**src/rtl/mc_ctrl_pkg.sv**
```systemverilog
// mc_ctrl_pkg: state encodings, opcode constants and the DataPath control bundle
// shared by the multi-cycle controller and its strobe decoder.
package mc_ctrl_pkg;

    typedef enum logic [3:0] {
        S_FETCH  = 4'd0,  S_DECODE = 4'd1,  S_MADDR = 4'd2,  S_LDACC = 4'd3,
        S_LDWB   = 4'd4,  S_SDACC  = 4'd5,  S_REXE  = 4'd6,  S_RWB   = 4'd7,
        S_BEQ    = 4'd8,  S_JMP    = 4'd9,  S_AEXE  = 4'd10, S_AWB   = 4'd11,
        S_HALT   = 4'd12, S_IRMEM  = 4'd13, S_IRIPR = 4'd14, S_TRAP  = 4'd15
    } state_t;

    localparam int OPC_R    = 0;
    localparam int OPC_LD   = 1;
    localparam int OPC_SD   = 2;
    localparam int OPC_BEQ  = 3;
    localparam int OPC_J    = 4;
    localparam int OPC_ADDI = 5;
    localparam int OPC_END  = 7;

    typedef struct packed {
        logic       pc_write;
        logic       pc_write_cond;
        logic       iord;
        logic       mem_read;
        logic       mem_write;
        logic       ir_src;
        logic       ipr_write;
        logic       ir_write;
        logic       mem_to_reg;
        logic       alu_src_a;
        logic       reg_write;
        logic       reg_dst;
        logic [1:0] alu_op;
        logic [1:0] alu_src_b;
        logic [1:0] pc_source;
    } ctrl_t;

    localparam int CTRL_W = $bits(ctrl_t);

    function automatic logic is_blocking(state_t s);
        return s inside {S_FETCH, S_LDACC, S_SDACC};
    endfunction

endpackage

```
**src/rtl/mc_ctrl_decode.sv**
```systemverilog
// mc_ctrl_decode: Moore strobe decode of the current state; mem_ready only gates the
// strobes that must fire once per completed memory access.
module mc_ctrl_decode
    import mc_ctrl_pkg::*;
(
    input  logic [3:0]        state_i,
    input  logic              mem_ready_i,
    output logic [CTRL_W-1:0] ctrl_o
);

    state_t s;
    ctrl_t  c;

    assign s      = state_t'(state_i);
    assign ctrl_o = c;

    always_comb begin
        c               = '0;
        c.pc_write      = (s == S_FETCH && mem_ready_i) || s == S_JMP || s == S_IRIPR;
        c.pc_write_cond = s == S_BEQ;
        c.iord          = s inside {S_LDACC, S_SDACC};
        c.mem_read      = s inside {S_FETCH, S_MADDR, S_LDACC, S_REXE, S_AEXE};
        c.mem_write     = s == S_SDACC;
        c.ir_src        = s == S_IRIPR;
        c.ipr_write     = (s inside {S_LDACC, S_SDACC} && mem_ready_i) || s inside {S_RWB, S_AWB};
        c.ir_write      = s inside {S_IRMEM, S_IRIPR};
        c.mem_to_reg    = s == S_LDWB;
        c.alu_src_a     = s inside {S_MADDR, S_REXE, S_BEQ, S_AEXE};
        c.reg_write     = s inside {S_LDWB, S_RWB, S_AWB};
        c.reg_dst       = s == S_RWB;
        c.alu_op        = {s == S_REXE, s == S_BEQ};
        c.alu_src_b     = {s inside {S_DECODE, S_MADDR, S_AEXE}, s inside {S_DECODE, S_FETCH, S_IRIPR}};
        c.pc_source     = {s == S_JMP, s == S_BEQ};
    end

endmodule

```
**src/rtl/mc_ctrl_fsm.sv**
```systemverilog
// mc_ctrl_fsm: multi-cycle controller with memory wait states, bounded wait timeout and TRAP/HALT status.
// Define MC_CTRL_ILLEGAL_TRAP_EN to trap on undefined opcodes; otherwise they execute as R-type.
module mc_ctrl_fsm
    import mc_ctrl_pkg::*;
#(
    parameter int                  OPCODE_W    = 3,
    parameter logic [OPCODE_W-1:0] OP_R        = OPCODE_W'(OPC_R),
    parameter logic [OPCODE_W-1:0] OP_LD       = OPCODE_W'(OPC_LD),
    parameter logic [OPCODE_W-1:0] OP_SD       = OPCODE_W'(OPC_SD),
    parameter logic [OPCODE_W-1:0] OP_BEQ      = OPCODE_W'(OPC_BEQ),
    parameter logic [OPCODE_W-1:0] OP_J        = OPCODE_W'(OPC_J),
    parameter logic [OPCODE_W-1:0] OP_ADDI     = OPCODE_W'(OPC_ADDI),
    parameter logic [OPCODE_W-1:0] OP_END      = OPCODE_W'(OPC_END),
    parameter int                  MEM_TIMEOUT = 15
) (
    input  logic                clock,
    input  logic                reset,
    input  logic [OPCODE_W-1:0] opcode,
    input  logic                mem_ready,
    output logic                PCWrite,
    output logic                PCWriteCond,
    output logic                IorD,
    output logic                MemRead,
    output logic                MemWrite,
    output logic                IRSrc,
    output logic                IPRWrite,
    output logic                IRWrite,
    output logic                MemtoReg,
    output logic                ALUSrcA,
    output logic                RegWrite,
    output logic                RegDst,
    output logic [1:0]          ALUOp,
    output logic [1:0]          ALUSrcB,
    output logic [1:0]          PCSource,
    output logic                halted,
    output logic                trap,
    output logic                retire,
    output logic [3:0]          state_o
);

    localparam int CNT_W = MEM_TIMEOUT > 1 ? $clog2(MEM_TIMEOUT) : 1;
`ifdef MC_CTRL_ILLEGAL_TRAP_EN
    localparam state_t ILLEGAL_NEXT = S_TRAP;
`else
    localparam state_t ILLEGAL_NEXT = S_REXE;
`endif

    state_t            state_q, state_d, dec_d;
    logic [CNT_W-1:0]  wait_q, wait_d;
    logic              retire_q, retire_d, stalled;
    logic [CTRL_W-1:0] ctrl_raw;
    ctrl_t             ctrl;

    always_ff @(posedge clock) begin
        if (reset) begin
            state_q  <= S_FETCH;
            wait_q   <= '0;
            retire_q <= 1'b0;
        end else begin
            state_q  <= state_d;
            wait_q   <= wait_d;
            retire_q <= retire_d;
        end
    end

    assign stalled = is_blocking(state_q) && !mem_ready;
    assign dec_d   = (opcode == OP_LD || opcode == OP_SD) ? S_MADDR :
                     opcode == OP_BEQ  ? S_BEQ  :
                     opcode == OP_J    ? S_JMP  :
                     opcode == OP_ADDI ? S_AEXE :
                     opcode == OP_END  ? S_HALT :
                     opcode == OP_R    ? S_REXE : ILLEGAL_NEXT;

    always_comb begin
        state_d = state_q;
        case (state_q)
            S_FETCH:              state_d = mem_ready ? S_IRMEM : S_FETCH;
            S_IRMEM:              state_d = S_DECODE;
            S_DECODE:             state_d = dec_d;
            S_MADDR:              state_d = opcode == OP_LD ? S_LDACC : S_SDACC;
            S_LDACC:              state_d = mem_ready ? S_LDWB : S_LDACC;
            S_SDACC:              state_d = mem_ready ? S_IRIPR : S_SDACC;
            S_LDWB, S_RWB, S_AWB: state_d = S_IRIPR;
            S_REXE:               state_d = S_RWB;
            S_AEXE:               state_d = S_AWB;
            S_BEQ, S_JMP:         state_d = S_FETCH;
            S_IRIPR:              state_d = S_DECODE;
            default:              state_d = state_q;
        endcase
        // the last permitted stall cycle without mem_ready escalates to TRAP
        if (stalled && MEM_TIMEOUT != 0 && wait_q == CNT_W'(MEM_TIMEOUT - 1))
            state_d = S_TRAP;
        wait_d   = stalled ? wait_q + 1'b1 : '0;
        retire_d = state_d == S_IRIPR || state_q inside {S_BEQ, S_JMP};
    end

    mc_ctrl_decode u_decode (
        .state_i     (state_q),
        .mem_ready_i (mem_ready),
        .ctrl_o      (ctrl_raw)
    );

    assign ctrl        = reset ? '0 : ctrl_raw;
    assign PCWrite     = ctrl.pc_write;
    assign PCWriteCond = ctrl.pc_write_cond;
    assign IorD        = ctrl.iord;
    assign MemRead     = ctrl.mem_read;
    assign MemWrite    = ctrl.mem_write;
    assign IRSrc       = ctrl.ir_src;
    assign IPRWrite    = ctrl.ipr_write;
    assign IRWrite     = ctrl.ir_write;
    assign MemtoReg    = ctrl.mem_to_reg;
    assign ALUSrcA     = ctrl.alu_src_a;
    assign RegWrite    = ctrl.reg_write;
    assign RegDst      = ctrl.reg_dst;
    assign ALUOp       = ctrl.alu_op;
    assign ALUSrcB     = ctrl.alu_src_b;
    assign PCSource    = ctrl.pc_source;
    assign halted      = !reset && state_q == S_HALT;
    assign trap        = !reset && state_q == S_TRAP;
    assign retire      = !reset && retire_q;
    assign state_o     = reset ? 4'd0 : state_q;

endmodule

```
**config.mk**
```make
export PLATFORM = sky130hd
export DESIGN_NAME = mc_ctrl_fsm
export DESIGN_NICKNAME = d
export VERILOG_FILES = /design/src/rtl/mc_ctrl_pkg.sv /design/src/rtl/mc_ctrl_decode.sv /design/src/rtl/mc_ctrl_fsm.sv
export SDC_FILE = /design/constraint.sdc
export NUM_CORES = 1
export LEC_CHECK = 0
export ABC_AREA = 1
export CORE_MARGIN = 2
export CORE_UTILIZATION = 26
export CTS_CLUSTER_SIZE = 24
export DETAILED_ROUTE_END_ITERATION = 16
export PLACE_DENSITY = 0.57
export SKIP_CTS_REPAIR_TIMING = 1
export SYNTH_ARGS = -nofsm -noshare
export SYNTH_HDL_FRONTEND = slang
export SYNTH_HIERARCHICAL = 1
export SYNTH_SLANG_ARGS = --single-unit
```
**constraint.sdc**
```tcl
create_clock -name clock -period 2.1 [get_ports clock]
set_input_delay 0.21 -clock clock [delete_from_list [all_inputs] [get_ports clock]]
set_output_delay 0.21 -clock clock [all_outputs]
set_load 0.01 [all_outputs]
```
======== Word-level counts from Yosys, hierarchy flattened ========
Cells that the tools add are included.
Widths: inputs -> output; s select.
storage, ports and cells
  logic and storage cells ................. 70
  flip-flop bits (word level) ............. 9
operators by class
  bitwise logic cells ..................... 1
  add/sub/neg operators ................... 1
  multiplexer cells ....................... 13
  equal/unequal tests ..................... 23
  reduce and logical (&&, ||, !) cells .... 29
operators with widths
  kind                 number
  $eq 4x4->1 const B   10
  $pmux 4 s10          1
  $mux 4               9
  $mux 18              1
  $eq 4x3->1 const B   4
  $reduce_bool 3->1    4
  $eq 3x3->1 const B   3
  $eq 4x2->1 const B   2
  $reduce_bool 2->1    4
  $logic_and 1x1->1    7
  $eq 3x2->1 const B   2
  $mux 3               2
  $reduce_or 2->1      3
  $logic_or 1x1->1     5
  $reduce_bool 5->1    1
  $add 4x1->4 const B  1
  $eq 4x1->1 const B   1
  $logic_not 4->1      1
  $reduce_bool 4->1    1
  $eq 3x1->1 const B   1
  $reduce_or 3->1      1
  $logic_not 1->1      2
  $not 1->1            1

======== Depth between registers and ports, before layout ========
  depth in word-level cells ............... 10
  gate-level depth with buffers ........... 10

======== Modules after synthesis ========
Netlist, hierarchy kept.
by module, submodules not included
  module          times used  area each (µm²)  sequential area each (µm²)  cells each
  mc_ctrl_fsm     1           802.0            180.2                       157
  mc_ctrl_decode  1           200.2            0.0                         45

======== Worst setup path before layout ========
OpenSTA, ideal clock, no wires.
  path kind ............................... reg2out
  from .................................... register state_q[3]
  to ...................................... output ALUOp[0]
  slack ................................... 0.662 ns
  path buffers ............................ 1
  stages on the path, launching flop included .. 8
  arrival time ............................ 1.228 ns
  cell sequence ........................... dfxtp_1 inv_1 nor2_1 inv_1 nor2_1 buf_4 inv_1 nor2_1
between the ends
  longest elaborated chain between the ends .. 2
ends and longest elaborated chain
  what                    line                RTL
  from (decl)             mc_ctrl_fsm.sv:48   state_t state_q, state_d, dec_d;
  from (signal assigned)  mc_ctrl_fsm.sv:60   state_q <= state_d;
  $eq 4x4->1              n/a
  net ctrl_raw[0]         mc_ctrl_fsm.sv:51   logic [CTRL_W-1:0] ctrl_raw;
  $mux 18                 mc_ctrl_fsm.sv:103  assign ctrl = reset ? '0 : ctrl_raw;
  to (decl)               mc_ctrl_fsm.sv:32   output logic [1:0] ALUOp,
The timed path passes the listed nets, and every way through them passes these cells.

======== Final worst setup path ========
  from .................................... register state_q[0]
  to ...................................... output IPRWrite
between the ends
  longest elaborated chain between the ends .. 5
ends and longest elaborated chain
  what                                             line                  RTL
  $eq 4x2->1 / $eq 4x3->1 (equally long branches)  n/a
  $reduce_bool 2->1 *                              n/a
  net ctrl_raw[15]                                 mc_ctrl_fsm.sv:51
  $logic_and 1x1->1 *                              mc_ctrl_decode.sv:25  c.ipr_write = (s inside {S_LDACC, S_SDACC} && mem_ready_i) || s inside {S_RWB, S_AWB};
  $logic_or 1x1->1 *                               mc_ctrl_decode.sv:25
  net ctrl_raw[11]                                 mc_ctrl_fsm.sv:51
  $mux 18 *                                        mc_ctrl_fsm.sv:103
  to (decl)                                        mc_ctrl_fsm.sv:26     output logic IPRWrite,
The timed path passes the listed nets; every way through them passes the cells marked *.

==> results.py <==
metrics = {
    "placed_design": {
        "io_buffers": 30,
        "hpwlAfterDp_mm": 2.062,
        "place_area_um2": 1365,
        "gp_congestion": 0.8653,
        "place_worst_setup_slack_ps": 166.2,
    },
    "grt": {
        "number_of_antenna_violations_at_the_first_check_in_global_routing": 0,
        "grt_use_total_pct": 12.52,
        "grt_max_degree": 20,
        "globalRoute.totalOverflow": 0,
        "grt_pass1_wl_mm": 4.326,
        "number_of_global_route_vias_before_repair": 1037,
    },
    "worst_setup_path": {
        "timing.critical_path.cells": "inv_2 > nor2_4 > nand2_1 > nand2_2 > nand2_1 > nand2_1 > inv_1 > nor2_1 > clkdlybuf4s50_1",
        "r2r.worst_path.cells": 10,
        "critPathCaptureType": "output pin",
        "path_max_fanout": 6,
        "max_stage_delay_ps": 530,
        "worstPathArrival_ps": 1710,
        "timing.setup.critical_path_class": "register to output pin",
        "worst_setup_path_start_kind": "register",
        "slowest_stage": "clkdlybuf4s50_1",
        "worst-endpoint-required_ps": 1890,
        "timing.critical_path.mode_cell": "nand2_1",
    },
    "cts": {
        "cts.sink_count": 9,
        "path_clk_slew_ps": 40,
        "clock_latency_reported_for_the_late_side_of_the_worst_skew_pair_ps": 230,
        "clock_tree.root_cell": "clkbuf_8",
        "cts_tree": "done",
        "htree_num_levels": 1,
        "clockBufferDepth": 2,
        "tritoncts.num_buffers": 3,
    },
    "synthesis": {
        "muxShareOfSynthArea_pct": 0,
        "synth-adder-area-share_pct": 2.497,
        "yosys_warnings": 6,
        "syn_avg_cell_area_um2": 4.961,
        "postSynthRegisterBits": 9,
        "dominant_cell_type_by_area_after_synthesis": "nor2_1",
        "synth_net_count": 210,
        "synth.top_cell.area_share_pct": 22.10,
        "synth_top_family_by_area": "simple AND/OR/NAND/NOR gates",
        "yosys.area_share.xor_xnor_pct": 1.748,
        "post_synth_cell_types": 21,
        "seq_area_frac_synth_pct": 17.98,
        "post_synth_inst_count": 202,
        "synthesis.area_um2": 1002,
        "synth_simple_gate_area_share_pct": 53.18,
        "area_fraction_in_compound_gates_after_synthesis_pct": 4.619,
        "synth.area.top_cells": "nor2_1 22%, dfxtp_1 18%, nand2_1 17%",
    },
    "min_path": {
        "hold_class": "register to register",
        "min_path_cells": 1,
    },
    "sta": {
        "timing_worst_slew_pin_value_ps": 255.3,
        "final_min_period_over_clock_period_pct": 91.45,
        "post-route-min-period_ps": 1921,
        "timing.final.ws_setup_ps": 179.5,
        "timing.final.setup_violations": 0,
        "hold_viol_final": 0,
        "hold_ws_ps": 458.8,
        "slew_headroom_pct": 82.93,
        "fmax_mhz": 520.7,
        "report.final.slew_viol_count": 0,
        "rsz0062_at_grt": "no",
        "skew_ps": 0.2922,
    },
    "final_layout": {
        "final_util_pct": 38.91,
        "final_nets": 244,
        "drive_above_1_share_pct": 12.77,
        "final_area_um2": 1435,
        "most-common-layout-cells": "55 x nor2_1, 44 x nand2_1, 42 x inv_1",
        "most_common_library_cell_in_the_layout_ignoring_fill_and_taps": "nor2_1",
        "antenna_cells_inserted": 0,
        "syn2layout_area_growth_pct": 43.20,
    },
    "floorplanning": {
        "die_width_um": 66.09,
        "floorplan_die_area_um2": 4367,
        "floorplan.io_pins": 31,
        "coreArea_um2": 3689,
        "dieHeight_um": 66.09,
        "starting_density_pct": 27.17,
        "placementRows": 22,
    },
    "power_and_ir_drop": {
        "switching_share_pct": 49.32,
        "power_density_nw_per_um2": 1101,
        "p_comb_share_pct": 67.5,
        "cellInternalPower_mw": 0.8010,
        "fin_total_pwr_mw": 1.581,
        "irDropWorstVdd_mv": 0.4747,
        "pwr-share-clk_pct": 12.5,
        "total_net_switching_power_mw": 0.7797,
        "sequential_share_of_power_pct": 20.0,
        "leakagePower_nw": 0.7193,
    },
    "route": {
        "drc": 0,
        "drt-total-wl_mm": 2.476,
        "detailroute.wirelength.met3_um": 109,
        "wl_per_cell_um": 8.749,
        "drt-initial-drc-count": 31,
        "detail_route.wirelength.met1_mm": 1.189,
        "ant_nets": 0,
        "wl_met2_mm": 1.168,
        "detail_route.first_pass.iterations": 4,
        "highest-signal-layer": "met4",
        "vias_per_cell": 4.113,
        "vias": 1164,
    },
    "run": {
        "cap_viol_max_count": 0,
    },
    "status": {
        "outcome": "finished clean",
    },
}
==> state kept, by name, summed over array words and instances (netlist names) <==
signal and cells:
state_q 4, retire_q 1, wait_q 4
==> through the flow <==
stage / instances / setup TNS (ps)
4_1_cts: 283 / -63.21
3_3_place_gp: 279 / 0
2_1_floorplan: 202 / 0
5_1_grt: 283 / 0
3_5_place_dp: 279 / 0
6_report: 283 / 0
==> cells in the mapped netlist <==
master	instances
and3_1	1
nand2_1	45
buf_1	2
xor2_1	1
o21ai_0	5
nand3_1	10
ha_1	2
dfxtp_1	9
xnor2_1	1
nor2_1	59
nand2_2	5
inv_1	43
o22ai_1	1
a21oi_1	1
nor2_2	5
inv_2	3
buf_4	2
nand4_1	3
nor3_1	1
buf_2	1
o21ai_1	2
==> area by class of cell <==
cell class                      count  area [µm²]
Clock buffer                        4       45.04
Fill cell                         434        2253
Inverter                           46       172.7
Multi-Input combinational cell    142       639.4
Sequential cell                     9       187.7
Tap cell                           48       60.06
Timing Repair Buffer               34       330.3
==> power by group through the flow <==
stage | Sequential, mW | Combinational (mW) | Clock (mW)
finish | 0.316 | 1.07 | 0.197
global route | 0.327 | 1.23 | 0.217
CTS | 0.295 | 1.05 | 0.204
detailed placement | 0.297 | 1.04 | 0
global placement | 0.297 | 1.05 | 0
floorplan | 0.297 | 0.703 | 0
==> layer usage <==
| layer | track usage [%] | vias to the layer above |
|---|---|---|
| met4 | 2.296 | 0 |
| met5 | 0 | - |
| li1 | - | 653 |
| met2 | 21.38 | 24 |
| met3 | 3.066 | 2 |
| met1 | 15.98 | 485 |
==> cells by family (layout without fill, tap and decap cells) <==
group	Yosys count	count (layout)
buf+inv	51	84
fa+ha+maj	2	2
compound gates	9	9
xor+xnor	2	2
simple gates	129	129
flops	9	9
==> final timing paths <==
kind	slack, ps	end	startpoint
worst min register to register	460	wait_q[0]$_SDFF_PP0_	wait_q[0]$_SDFF_PP0_
worst max register to register	690	state_q[1]$_SDFF_PP0_	state_q[1]$_SDFF_PP0_
worst max-delay path	180	IPRWrite	state_q[0]$_SDFF_PP0_
worst min-delay path	460	wait_q[0]$_SDFF_PP0_	wait_q[0]$_SDFF_PP0_
==> worst max-delay path, delay by kind of cell (launching register included) <==
kind | cells | cell delay, ps
flip-flops | 1 | 380
AND/OR/NAND/NOR | 6 | 440
buffers and inverters | 3 | 640
Power figures use the tool's default switching activity.
